**config.mk**
```make
export PLATFORM = sky130hd
export DESIGN_NAME = alu_arbiter_flat
export DESIGN_NICKNAME = d
export VERILOG_FILES = /design/src/rtl/alu_arbiter_pkg.sv /design/src/rtl/alu_arbiter_if.sv /design/src/rtl/alu_arbiter_rr_arbiter2.sv /design/src/rtl/alu_arbiter.sv /design/src/flat_wrapper.sv
export SDC_FILE = /design/constraint.sdc
export NUM_CORES = 1
export LEC_CHECK = 0
export CAP_MARGIN = 30
export CORE_ASPECT_RATIO = 0.9
export CORE_MARGIN = 2
export CORE_UTILIZATION = 34
export CTS_BUF_LIST = sky130_fd_sc_hd__clkbuf_8 sky130_fd_sc_hd__clkbuf_16
export CTS_CLUSTER_SIZE = 24
export DETAILED_ROUTE_END_ITERATION = 8
export PLACE_DENSITY_LB_ADDON = 0.12
export SETUP_SLACK_MARGIN = 0.05
export SYNTH_ARGS = -nofsm -noshare
export SYNTH_HDL_FRONTEND = slang
export SYNTH_SLANG_ARGS = --single-unit
export TNS_END_PERCENT = 30
```
**constraint.sdc**
```tcl
create_clock -name clk -period 1.5 [get_ports clk]
set_clock_uncertainty 0.15 [all_clocks]
set_input_delay 0.375 -clock clk [delete_from_list [all_inputs] [get_ports clk]]
set_output_delay 0.375 -clock clk [all_outputs]
set_load 0.005 [all_outputs]
```
**src/rtl/alu_arbiter_pkg.sv**
```systemverilog
// Shared widths, ALU opcodes, PSR bit positions and arbiter state encoding.
// Pure definitions: no logic, no latency, no backpressure.
package alu_arbiter_pkg;
    localparam int DW       = 16;
    localparam int OPW      = 4;
    localparam int PW       = 4;
    localparam int ARB_NREQ = 2;

    localparam logic [OPW-1:0] ALUOp_ADD = 4'd0;
    localparam logic [OPW-1:0] ALUOp_SUB = 4'd1;
    localparam logic [OPW-1:0] ALUOp_AND = 4'd2;
    localparam logic [OPW-1:0] ALUOp_OR  = 4'd3;
    localparam logic [OPW-1:0] ALUOp_XOR = 4'd4;
    localparam logic [OPW-1:0] ALUOp_MOV = 4'd5;

    localparam int PSR_C = 0;
    localparam int PSR_Z = 1;
    localparam int PSR_N = 2;
    localparam int PSR_V = 3;

    typedef enum logic [1:0] {
        ARB_IDLE = 2'd0,
        ARB_EXEC = 2'd1,
        ARB_DONE = 2'd2
    } arbState_t;
endpackage

```
**src/rtl/alu_arbiter_if.sv**
```systemverilog
// Requester, response and ALU-side signals of the shared-ALU arbiter.
// master = surrounding requesters plus ALU; slave = the arbiter itself.
interface alu_arbiter_if;
    import alu_arbiter_pkg::*;

    logic [ARB_NREQ-1:0] reqValid;
    logic [ARB_NREQ-1:0] reqReady;
    logic [OPW-1:0]      reqOp0;
    logic [OPW-1:0]      reqOp1;
    logic [DW-1:0]       reqSrc0;
    logic [DW-1:0]       reqSrc1;
    logic [DW-1:0]       reqDst0;
    logic [DW-1:0]       reqDst1;
    logic [ARB_NREQ-1:0] respValid;
    logic [ARB_NREQ-1:0] respReady;
    logic [DW-1:0]       respResult;
    logic [PW-1:0]       respPsr;
    logic [OPW-1:0]      aluOp;
    logic [DW-1:0]       aluSrc;
    logic [DW-1:0]       aluDst;
    logic [DW-1:0]       aluResult;
    logic [PW-1:0]       aluPsr;

    modport master (
        output reqValid, reqOp0, reqOp1, reqSrc0, reqSrc1, reqDst0, reqDst1,
        output respReady, aluResult, aluPsr,
        input  reqReady, respValid, respResult, respPsr, aluOp, aluSrc, aluDst
    );

    modport slave (
        input  reqValid, reqOp0, reqOp1, reqSrc0, reqSrc1, reqDst0, reqDst1,
        input  respReady, aluResult, aluPsr,
        output reqReady, respValid, respResult, respPsr, aluOp, aluSrc, aluDst
    );
endinterface

```
**src/rtl/alu_arbiter_rr_arbiter2.sv**
```systemverilog
// Combinational 2-way round-robin grant: a lone requester wins, a tie goes to
// the requester that was not granted last. Zero latency, holds no state.
module alu_arbiter_rr_arbiter2 (
    input  logic [1:0] reqValid,
    input  logic       lastGrant,
    output logic       grantValid,
    output logic       grantIdx
);
    always_comb begin
        grantValid = |reqValid;
        if (reqValid == 2'b11) begin
            grantIdx = ~lastGrant;
        end else begin
            grantIdx = reqValid[1];
        end
    end
endmodule

```
**src/rtl/alu_arbiter.sv**
```systemverilog
// Shares one combinational ALU between two requesters, round-robin, one op at a time.
// Response valid two cycles after the accept cycle; held in DONE until the owner's respReady.
module alu_arbiter
    import alu_arbiter_pkg::*;
(
    input  logic         clk,
    input  logic         rst_n,
    alu_arbiter_if.slave bus
);
    arbState_t state;
    logic      owner;
    logic      lastGrant;
    logic      grantValid;
    logic      grantIdx;

    alu_arbiter_rr_arbiter2 uRr (
        .reqValid   (bus.reqValid),
        .lastGrant  (lastGrant),
        .grantValid (grantValid),
        .grantIdx   (grantIdx)
    );

    // Accept is only offered in IDLE, so an operation never overlaps the next.
    always_comb begin
        bus.reqReady = '0;
        if (state == ARB_IDLE && grantValid) begin
            bus.reqReady[grantIdx] = 1'b1;
        end
    end

    always_ff @(posedge clk or negedge rst_n) begin
        if (!rst_n) begin
            state          <= ARB_IDLE;
            owner          <= 1'b0;
            lastGrant      <= 1'b1;
            bus.aluOp      <= '0;
            bus.aluSrc     <= '0;
            bus.aluDst     <= '0;
            bus.respResult <= '0;
            bus.respPsr    <= '0;
            bus.respValid  <= '0;
        end else begin
            case (state)
                ARB_IDLE: begin
                    if (grantValid) begin
                        bus.aluOp  <= grantIdx ? bus.reqOp1  : bus.reqOp0;
                        bus.aluSrc <= grantIdx ? bus.reqSrc1 : bus.reqSrc0;
                        bus.aluDst <= grantIdx ? bus.reqDst1 : bus.reqDst0;
                        owner      <= grantIdx;
                        lastGrant  <= grantIdx;
                        state      <= ARB_EXEC;
                    end
                end
                ARB_EXEC: begin
                    bus.respResult <= bus.aluResult;
                    bus.respPsr    <= bus.aluPsr;
                    bus.respValid  <= owner ? 2'b10 : 2'b01;
                    state          <= ARB_DONE;
                end
                ARB_DONE: begin
                    if (bus.respReady[owner]) begin
                        bus.respValid <= '0;
                        state         <= ARB_IDLE;
                    end
                end
                default: begin
                    state <= ARB_IDLE;
                end
            endcase
        end
    end
endmodule
```
**src/flat_wrapper.sv**
```systemverilog
// flat-port wrapper written by rule: the top's interface ports become plain ports
module alu_arbiter_flat import alu_arbiter_pkg::*;
  (clk, rst_n, bus_reqValid, bus_reqOp0, bus_reqOp1, bus_reqSrc0, bus_reqSrc1, bus_reqDst0, bus_reqDst1, bus_respReady, bus_aluResult, bus_aluPsr, bus_reqReady, bus_respValid, bus_respResult, bus_respPsr, bus_aluOp, bus_aluSrc, bus_aluDst);
  alu_arbiter_if bus_i ();
  input  logic clk;
  input  logic rst_n;
  input wire logic [$bits(bus_i.reqValid)-1:0] bus_reqValid;
  input wire logic [$bits(bus_i.reqOp0)-1:0] bus_reqOp0;
  input wire logic [$bits(bus_i.reqOp1)-1:0] bus_reqOp1;
  input wire logic [$bits(bus_i.reqSrc0)-1:0] bus_reqSrc0;
  input wire logic [$bits(bus_i.reqSrc1)-1:0] bus_reqSrc1;
  input wire logic [$bits(bus_i.reqDst0)-1:0] bus_reqDst0;
  input wire logic [$bits(bus_i.reqDst1)-1:0] bus_reqDst1;
  input wire logic [$bits(bus_i.respReady)-1:0] bus_respReady;
  input wire logic [$bits(bus_i.aluResult)-1:0] bus_aluResult;
  input wire logic [$bits(bus_i.aluPsr)-1:0] bus_aluPsr;
  output wire logic [$bits(bus_i.reqReady)-1:0] bus_reqReady;
  output wire logic [$bits(bus_i.respValid)-1:0] bus_respValid;
  output wire logic [$bits(bus_i.respResult)-1:0] bus_respResult;
  output wire logic [$bits(bus_i.respPsr)-1:0] bus_respPsr;
  output wire logic [$bits(bus_i.aluOp)-1:0] bus_aluOp;
  output wire logic [$bits(bus_i.aluSrc)-1:0] bus_aluSrc;
  output wire logic [$bits(bus_i.aluDst)-1:0] bus_aluDst;
  assign bus_i.reqValid = bus_reqValid;
  assign bus_i.reqOp0 = bus_reqOp0;
  assign bus_i.reqOp1 = bus_reqOp1;
  assign bus_i.reqSrc0 = bus_reqSrc0;
  assign bus_i.reqSrc1 = bus_reqSrc1;
  assign bus_i.reqDst0 = bus_reqDst0;
  assign bus_i.reqDst1 = bus_reqDst1;
  assign bus_i.respReady = bus_respReady;
  assign bus_i.aluResult = bus_aluResult;
  assign bus_i.aluPsr = bus_aluPsr;
  assign bus_reqReady = bus_i.reqReady;
  assign bus_respValid = bus_i.respValid;
  assign bus_respResult = bus_i.respResult;
  assign bus_respPsr = bus_i.respPsr;
  assign bus_aluOp = bus_i.aluOp;
  assign bus_aluSrc = bus_i.aluSrc;
  assign bus_aluDst = bus_i.aluDst;
  alu_arbiter u_core (.clk(clk), .rst_n(rst_n), .bus(bus_i));
endmodule
```
After elaboration in Yosys (flattened, before gate mapping)
Index checks and enable logic that the tools add are counted.
{"block": "totals", "regBits": 62, "inputBits": 98, "out_inout_bits": 60}
{"block": "classes", "magnitude_cmp": 3, "eq_ne": 5, "mux": 14, "n_bitwise": 1, "reduce_logical": 8}
{"operator": "$mux 16", "count": 2}
{"operator": "$mux 2", "count": 4}
{"operator": "$pmux 2 s3", "count": 1}
{"operator": "$reduce_and 2->1", "count": 3}
{"operator": "$eq 2x2->1 const B", "count": 2}
{"operator": "$lt 1x2->1 const B", "count": 2}
{"operator": "$mux 1", "count": 4}
{"operator": "$mux 4", "count": 1}
{"operator": "$ne 2x1->1 const B", "count": 2}
{"operator": "$pmux 2 s2", "count": 1}
{"operator": "$eq 2x1->1 const B", "count": 1}
{"operator": "$logic_and 1x1->1", "count": 2}
{"operator": "$logic_not 2->1", "count": 1}
{"operator": "$reduce_bool 2->1", "count": 1}
{"operator": "$reduce_or 2->1", "count": 1}
{"operator": "$demux 1 s1", "count": 1}
{"operator": "$ge 1x1->1 const B", "count": 1}
{"operator": "$not 1->1", "count": 1}

Depth between registers and ports, before layout
{"block": "depth", "word_depth": 7, "depth_mapped": 5}

By module
From an unflattened synthesis, not the netlist that was laid out.
{"block": "unflattened", "hier_cells": 226, "area_unflattened_um2": 2876.5}
{"mod": "alu_arbiter", "n_inst": 1, "cells_each": 224, "area_each_um2": 2862.7}
{"mod": "alu_arbiter_rr_arbiter2", "n_inst": 1, "cells_each": 2, "area_each_um2": 13.8}

Least setup slack after synthesis
No wires, ideal clock.
{"block": "synth_path", "path_type": "reg2out", "from": "register u_core.lastGrant", "to": "output bus_reqReady[0]", "t_arrival_ns": 1.157, "required_time_ns": 0.975, "slack_ns": -0.182, "stages_incl_launch_ff": 4, "path_cell_list": "dfstp_2 > inv_2 > a2111oi_4 > buf_2"}
{"block": "synth_via", "elab_chain_cells": 7, "elab_cells_between_ends": 8, "cone_classes": "order compare (2); mux (4); bitwise (1); reduce/logical (1)"}
{"element": "start: declaration", "line": "alu_arbiter.sv:12", "text": "logic lastGrant;"}
{"element": "start signal: assignment", "line": "alu_arbiter.sv:50", "text": "lastGrant <= grantIdx;"}
{"element": "$not 1->1 (*)", "line": "alu_arbiter_rr_arbiter2.sv:12", "text": "grantIdx = ~lastGrant;"}
{"element": "$mux 1 (*)", "line": "alu_arbiter_rr_arbiter2.sv:11", "text": "if (reqValid == 2'b11) begin"}
{"element": "$lt 1x2->1 (implied by the code) or $ge 1x1->1 (tied branches)", "line": "alu_arbiter.sv:27", "text": "bus.reqReady[grantIdx] = 1'b1;"}
{"element": "$logic_and 1x1->1 (implied by the code)", "line": "alu_arbiter.sv:27"}
{"element": "$mux 1 (implied by the code)", "line": "alu_arbiter.sv:27"}
{"element": "$demux 1 s1 (*)"}
{"element": "$mux 2 (*)", "line": "alu_arbiter.sv:26", "text": "if (state == ARB_IDLE && grantValid) begin"}
{"element": "end: declaration", "line": "flat_wrapper.sv:17", "text": "output wire logic [$bits(bus_i.reqReady)-1:0] bus_reqReady;"}
Every way passes the cells marked *; elsewhere a longest branch is shown, timed or not.

Worst setup path after layout
Ends and elaborated chain as after synthesis.

==> run summary <==
The run finished, with violations left. The final reports fail on setup timing. The reported max-cap violation count was 0. The area of the multi-input gates was 1030 sq um; the relative area change from synthesis to final layout was 66.5%.

For this run, the top clock speed supported by timing is 0.519 GHz. After layout, the design draws a total of 8.11 mW. After synthesis, the share of flip-flops with an asynchronous set or reset is 100%. The level count of the clock H-tree is 3. Cell internal power was estimated by the tool at 5.38 mW. The post-route minimum period is 1.93 ns, and the number of synthesis warnings is 0. The largest individual stage delay along the critical path comes from the cell sky130_fd_sc_hd__dfstp_2. In this run the mean area of a mapped cell was 13.3 sq um. The most frequently used cell type in the post-synthesis netlist was sky130_fd_sc_hd__dfrtp_1. After synthesis the cells add up to 2610 sq um. In the global route stage, overall resource usage came out at 19.5%.

In this run the biggest area consumer among cell types represents 58.4% of the synthesized area. Number of unique standard cell types used by synthesis: 21. The ratio of routed vias to standard cells is 5.08, and the clock latency at the later pin of the worst-skew pair is 0.34 ns.

The critical register-to-register path startpoint is u_core.lastGrant. In this run the deepest clock path goes through 2 buffers. After global routing the overflow that remains totals 0. Setup repair after global routing could not meet its margin everywhere. The register area was 1550 sq um; the critical path data required time was 0.97 ns. The clock transition at the registers of the reported paths works out to 0.07 ns.

Of the cells placed in the final design, the portion with a size suffix greater than 1 is 33.4%. Height of the die: 87.2 um. The maximum fanout encountered on the critical timing path works out to 2. In this run the static leakage power is 2.12 nW. Registers are responsible for 36.6% of the overall power.

The count of placed standard cells including taps is 449, and the initial antenna violation count is 0. The number of placement rows was 30; the worst slew margin relative to its limit was 71.4%. In this run the worst setup path begins at u_core.lastGrant. The biggest area contributor in the post-synthesis netlist is sky130_fd_sc_hd__dfrtp_1. The path class of the tightest hold or removal check is flop to flop. The signal on the critical path passes through inv_2, a2111oi_4, buf_2. From left edge to right edge, the die measures 96.4 um. The HPWL after detailed placement is 5.37 mm. The run gives 12.3 mm as the global-route wire length before repair. The post-detailed-route wirelength per cell came out at 17.0 um. The switching power as a share of total power works out to 33.6%. At the end of routability-driven placement, the weighted congestion stood at 0.745.

In the routed design, unresolved DRC markers number 0. By count the netlist is led by 61 x sky130_fd_sc_hd__dfrtp_1, 36 x sky130_fd_sc_hd__a221o_1, 36 x sky130_fd_sc_hd__and3_1. On the worst path, the slowest cell contributes a delay of 0.53 ns. For this design the top-level I/O count stands at 158. The final number of max-transition violations is 0. The category of the worst setup path launch point is a flop.

The final non-filler cell total was 467; the sink count of the clock tree was 62. End point of the worst hold path: u_core.bus.respResult[9]. The run gives 664 as the number of fill cells.

IR analysis of the VDD net gives a maximum drop of 718 uV. The run gives 15.6% as the relative contribution of the clock network to total power. The tools report the arrival time of data at the critical path endpoint as 1.40 ns. The total CTS buffers is 9, and the worst-case reg-to-reg path depth is 4. The worst setup path is captured at a primary output. Setup violations remaining at the end of the flow were counted as 47.

In the synthesized netlist the dominant register cell turns out to be sky130_fd_sc_hd__dfrtp_1. Counting flops with a built-in enable in the synthesized netlist gives 0. 0 antenna diodes ended up in the layout. Power per cell area: 1860 nW/um^2. The endpoint identified for the worst register-to-register timing path is u_core.bus.aluDst[6]. For the pin with the worst max-slew slack, the measured transition is 0.430 ns. The number of buffers inserted by port buffering was 157; the initial core utilization was 34.8%.

The cell depth of the worst min-delay path is 1, and the gate count of the mapped netlist is 196. The run gives 58.0% as the share of the core filled with cells in the final layout. Synthesis-stage register bit count: 62.

The via count of the first global-routing pass came out at 2403. The post-synthesis net count was 294. The worst hold path begins at u_core.bus.respResult[9]. The worst setup path is of the flop to primary output kind. TritonCTS built the clock tree. The logs give 2.73 mW for the switching power and 4 for the first-pass iteration count of the detailed router. The initial detailed-routing violation count came out at 69. The tightest hold margin came out at 0.350 ns.

For the worst-case setup margin in the final layout, the log shows -0.427 ns. The total count of hold-check failures in the final report is 0, and the final cycle utilization of the critical path is 128%. The tools report the reg2reg setup slack as -0.29 ns.

The final net count came out at 464. The total negative setup slack was -10.71 ns; the sequential-to-total area share from yosys stat was 59.4%. The tools report the routed via count as 2371. Summed over all layers, the routed wires come to 7.93 mm. Largest net degree at the start of global routing: 63. The die covers 8410 sq um. Yosys attributes the largest share of cell area to sky130_fd_sc_hd__dfrtp_1 58%, sky130_fd_sc_hd__a221o_1 14%, sky130_fd_sc_hd__and3_1 8.6%. The tree is rooted in a sky130_fd_sc_hd__clkbuf_8.

The count of nets left with antenna violations once routing finished came out at 0. The total area inside the core boundary comes to 7510 sq um. The run gives 47.8% as the combinational power share.
==> placed cells by master, fill, tap and decap left out <==
| cell | synthesis | final |
|---|---|---|
| sky130_fd_sc_hd__a2111oi_4 | 1 | 1 |
| sky130_fd_sc_hd__a21boi_2 | 1 | 1 |
| sky130_fd_sc_hd__a21o_1 | 2 | 2 |
| sky130_fd_sc_hd__a21oi_1 | 4 | 4 |
| sky130_fd_sc_hd__a221o_1 | 36 | 36 |
| sky130_fd_sc_hd__a221oi_2 | 0 | 2 |
| sky130_fd_sc_hd__and2_1 | 2 | 2 |
| sky130_fd_sc_hd__and3_1 | 36 | 36 |
| sky130_fd_sc_hd__buf_12 | 0 | 2 |
| sky130_fd_sc_hd__buf_2 | 5 | 61 |
| sky130_fd_sc_hd__buf_4 | 4 | 9 |
| sky130_fd_sc_hd__buf_6 | 0 | 6 |
| sky130_fd_sc_hd__buf_8 | 0 | 1 |
| sky130_fd_sc_hd__clkbuf_8 | 0 | 10 |
| sky130_fd_sc_hd__clkdlybuf4s50_1 | 0 | 94 |
| sky130_fd_sc_hd__clkinv_2 | 0 | 3 |
| sky130_fd_sc_hd__clkinvlp_4 | 0 | 1 |
| sky130_fd_sc_hd__dfrtp_1 | 61 | 60 |
| sky130_fd_sc_hd__dfrtp_2 | 0 | 1 |
| sky130_fd_sc_hd__dfstp_2 | 1 | 1 |
| sky130_fd_sc_hd__dlygate4sd2_1 | 0 | 2 |
| sky130_fd_sc_hd__dlygate4sd3_1 | 0 | 1 |
| sky130_fd_sc_hd__inv_1 | 3 | 5 |
| sky130_fd_sc_hd__inv_2 | 2 | 2 |
| sky130_fd_sc_hd__mux2_2 | 20 | 10 |
| sky130_fd_sc_hd__mux2_4 | 0 | 10 |
| sky130_fd_sc_hd__nand2_1 | 2 | 2 |
| sky130_fd_sc_hd__nor2_2 | 0 | 1 |
| sky130_fd_sc_hd__nor2b_1 | 3 | 2 |
| sky130_fd_sc_hd__nor2b_4 | 0 | 1 |
| sky130_fd_sc_hd__o21ai_4 | 0 | 1 |
| sky130_fd_sc_hd__o21bai_1 | 1 | 1 |
==> per-stage QoR <==
| stage | setup WS (ns) | cell area (sq um) |
|---|---|---|
| floorplan | -0.106 | 2640 |
| global placement | -0.928 | 4390 |
| detailed placement | -0.921 | 4390 |
| CTS | -0.463 | 4350 |
| global route | -0.508 | 4350 |
| finish | -0.427 | 4350 |
==> how the worst max path moves through the flow <==
| stage | to | slack, ns | cells past startpoint |
|---|---|---|---|
| 3_5_place_dp | bus_reqReady[0] | -0.92 | 3 |
| 3_3_place_gp | bus_reqReady[0] | -0.93 | 3 |
| 5_1_grt | bus_reqReady[0] | -0.51 | 3 |
| 6_report | bus_reqReady[0] | -0.43 | 3 |
| 4_1_cts | bus_reqReady[0] | -0.46 | 3 |
| 2_1_floorplan | bus_reqReady[0] | -0.11 | 3 |
==> worst max-delay path, delay by kind of cell (launching register included) <==
| kind | cells | cell delay, ns |
|---|---|---|
| flops | 1 | 0.53 |
| buf+inv | 2 | 0.24 |
| compound gates | 1 | 0.29 |
==> layer usage <==
| metal | up-vias | GRT usage (%) | routed length, um | part of all wire [%] |
|---|---|---|---|---|
| li1 | 1097 | - | - | - |
| met1 | 1170 | 24.3 | 3310 | 42 |
| met2 | 89 | 30.6 | 3730 | 47 |
| met3 | 15 | 6.58 | 718 | 9.1 |
| met4 | 0 | 8.58 | 171 | 2.2 |
| met5 | - | 0 | 0 | 0 |
==> cell type report <==
| class | instances | area share (%) |
|---|---|---|
| clock inverters | 6 | 0.690 |
| repair buffers | 176 | 33.6 |
| flip-flops and latches | 62 | 35.7 |
| inverters | 5 | 0.431 |
| well taps | 96 | 2.76 |
| clock buffers | 10 | 3.16 |
| multi-input cells | 112 | 23.6 |
==> logic make-up after synthesis <==
| group | count (synthesis) | share of synthesized area [%] |
|---|---|---|
| muxes | 20 | 8.62 |
| DFF | 62 | 59.4 |
| buffers and inverters | 22 | 3.97 |
| AOI/OAI and AO/OA | 48 | 17.8 |
| and+or+nand+nor | 44 | 10.2 |
==> timing repair <==
item                       in CTS  in global routing
hold endpoints to repair       61                  0
hold buffers                    1                  0
setup endpoints to repair     121                 63
buffers inserted                1                  0
resized for setup             262                  1
pin swaps                       2                  1
==> flip-flops by register name (all words and copies together) (netlist names), 2 cells and up <==
signal	flops
u_core.bus.aluDst	16
u_core.bus.respResult	16
u_core.state	2
u_core.bus.aluOp	4
u_core.bus.respValid	2
u_core.bus.respPsr	4
u_core.bus.aluSrc	16
==> power by group through the flow <==
stage	registers (mW)	logic (mW)	clock network, mW
2_1_floorplan	3.07	1.82	0
3_3_place_gp	2.99	4.36	0
3_5_place_dp	2.99	4.42	0
4_1_cts	2.97	3.92	1.32
5_1_grt	3.07	4.25	1.39
6_report	2.97	3.88	1.27
(Power assumes the default switching activity.)
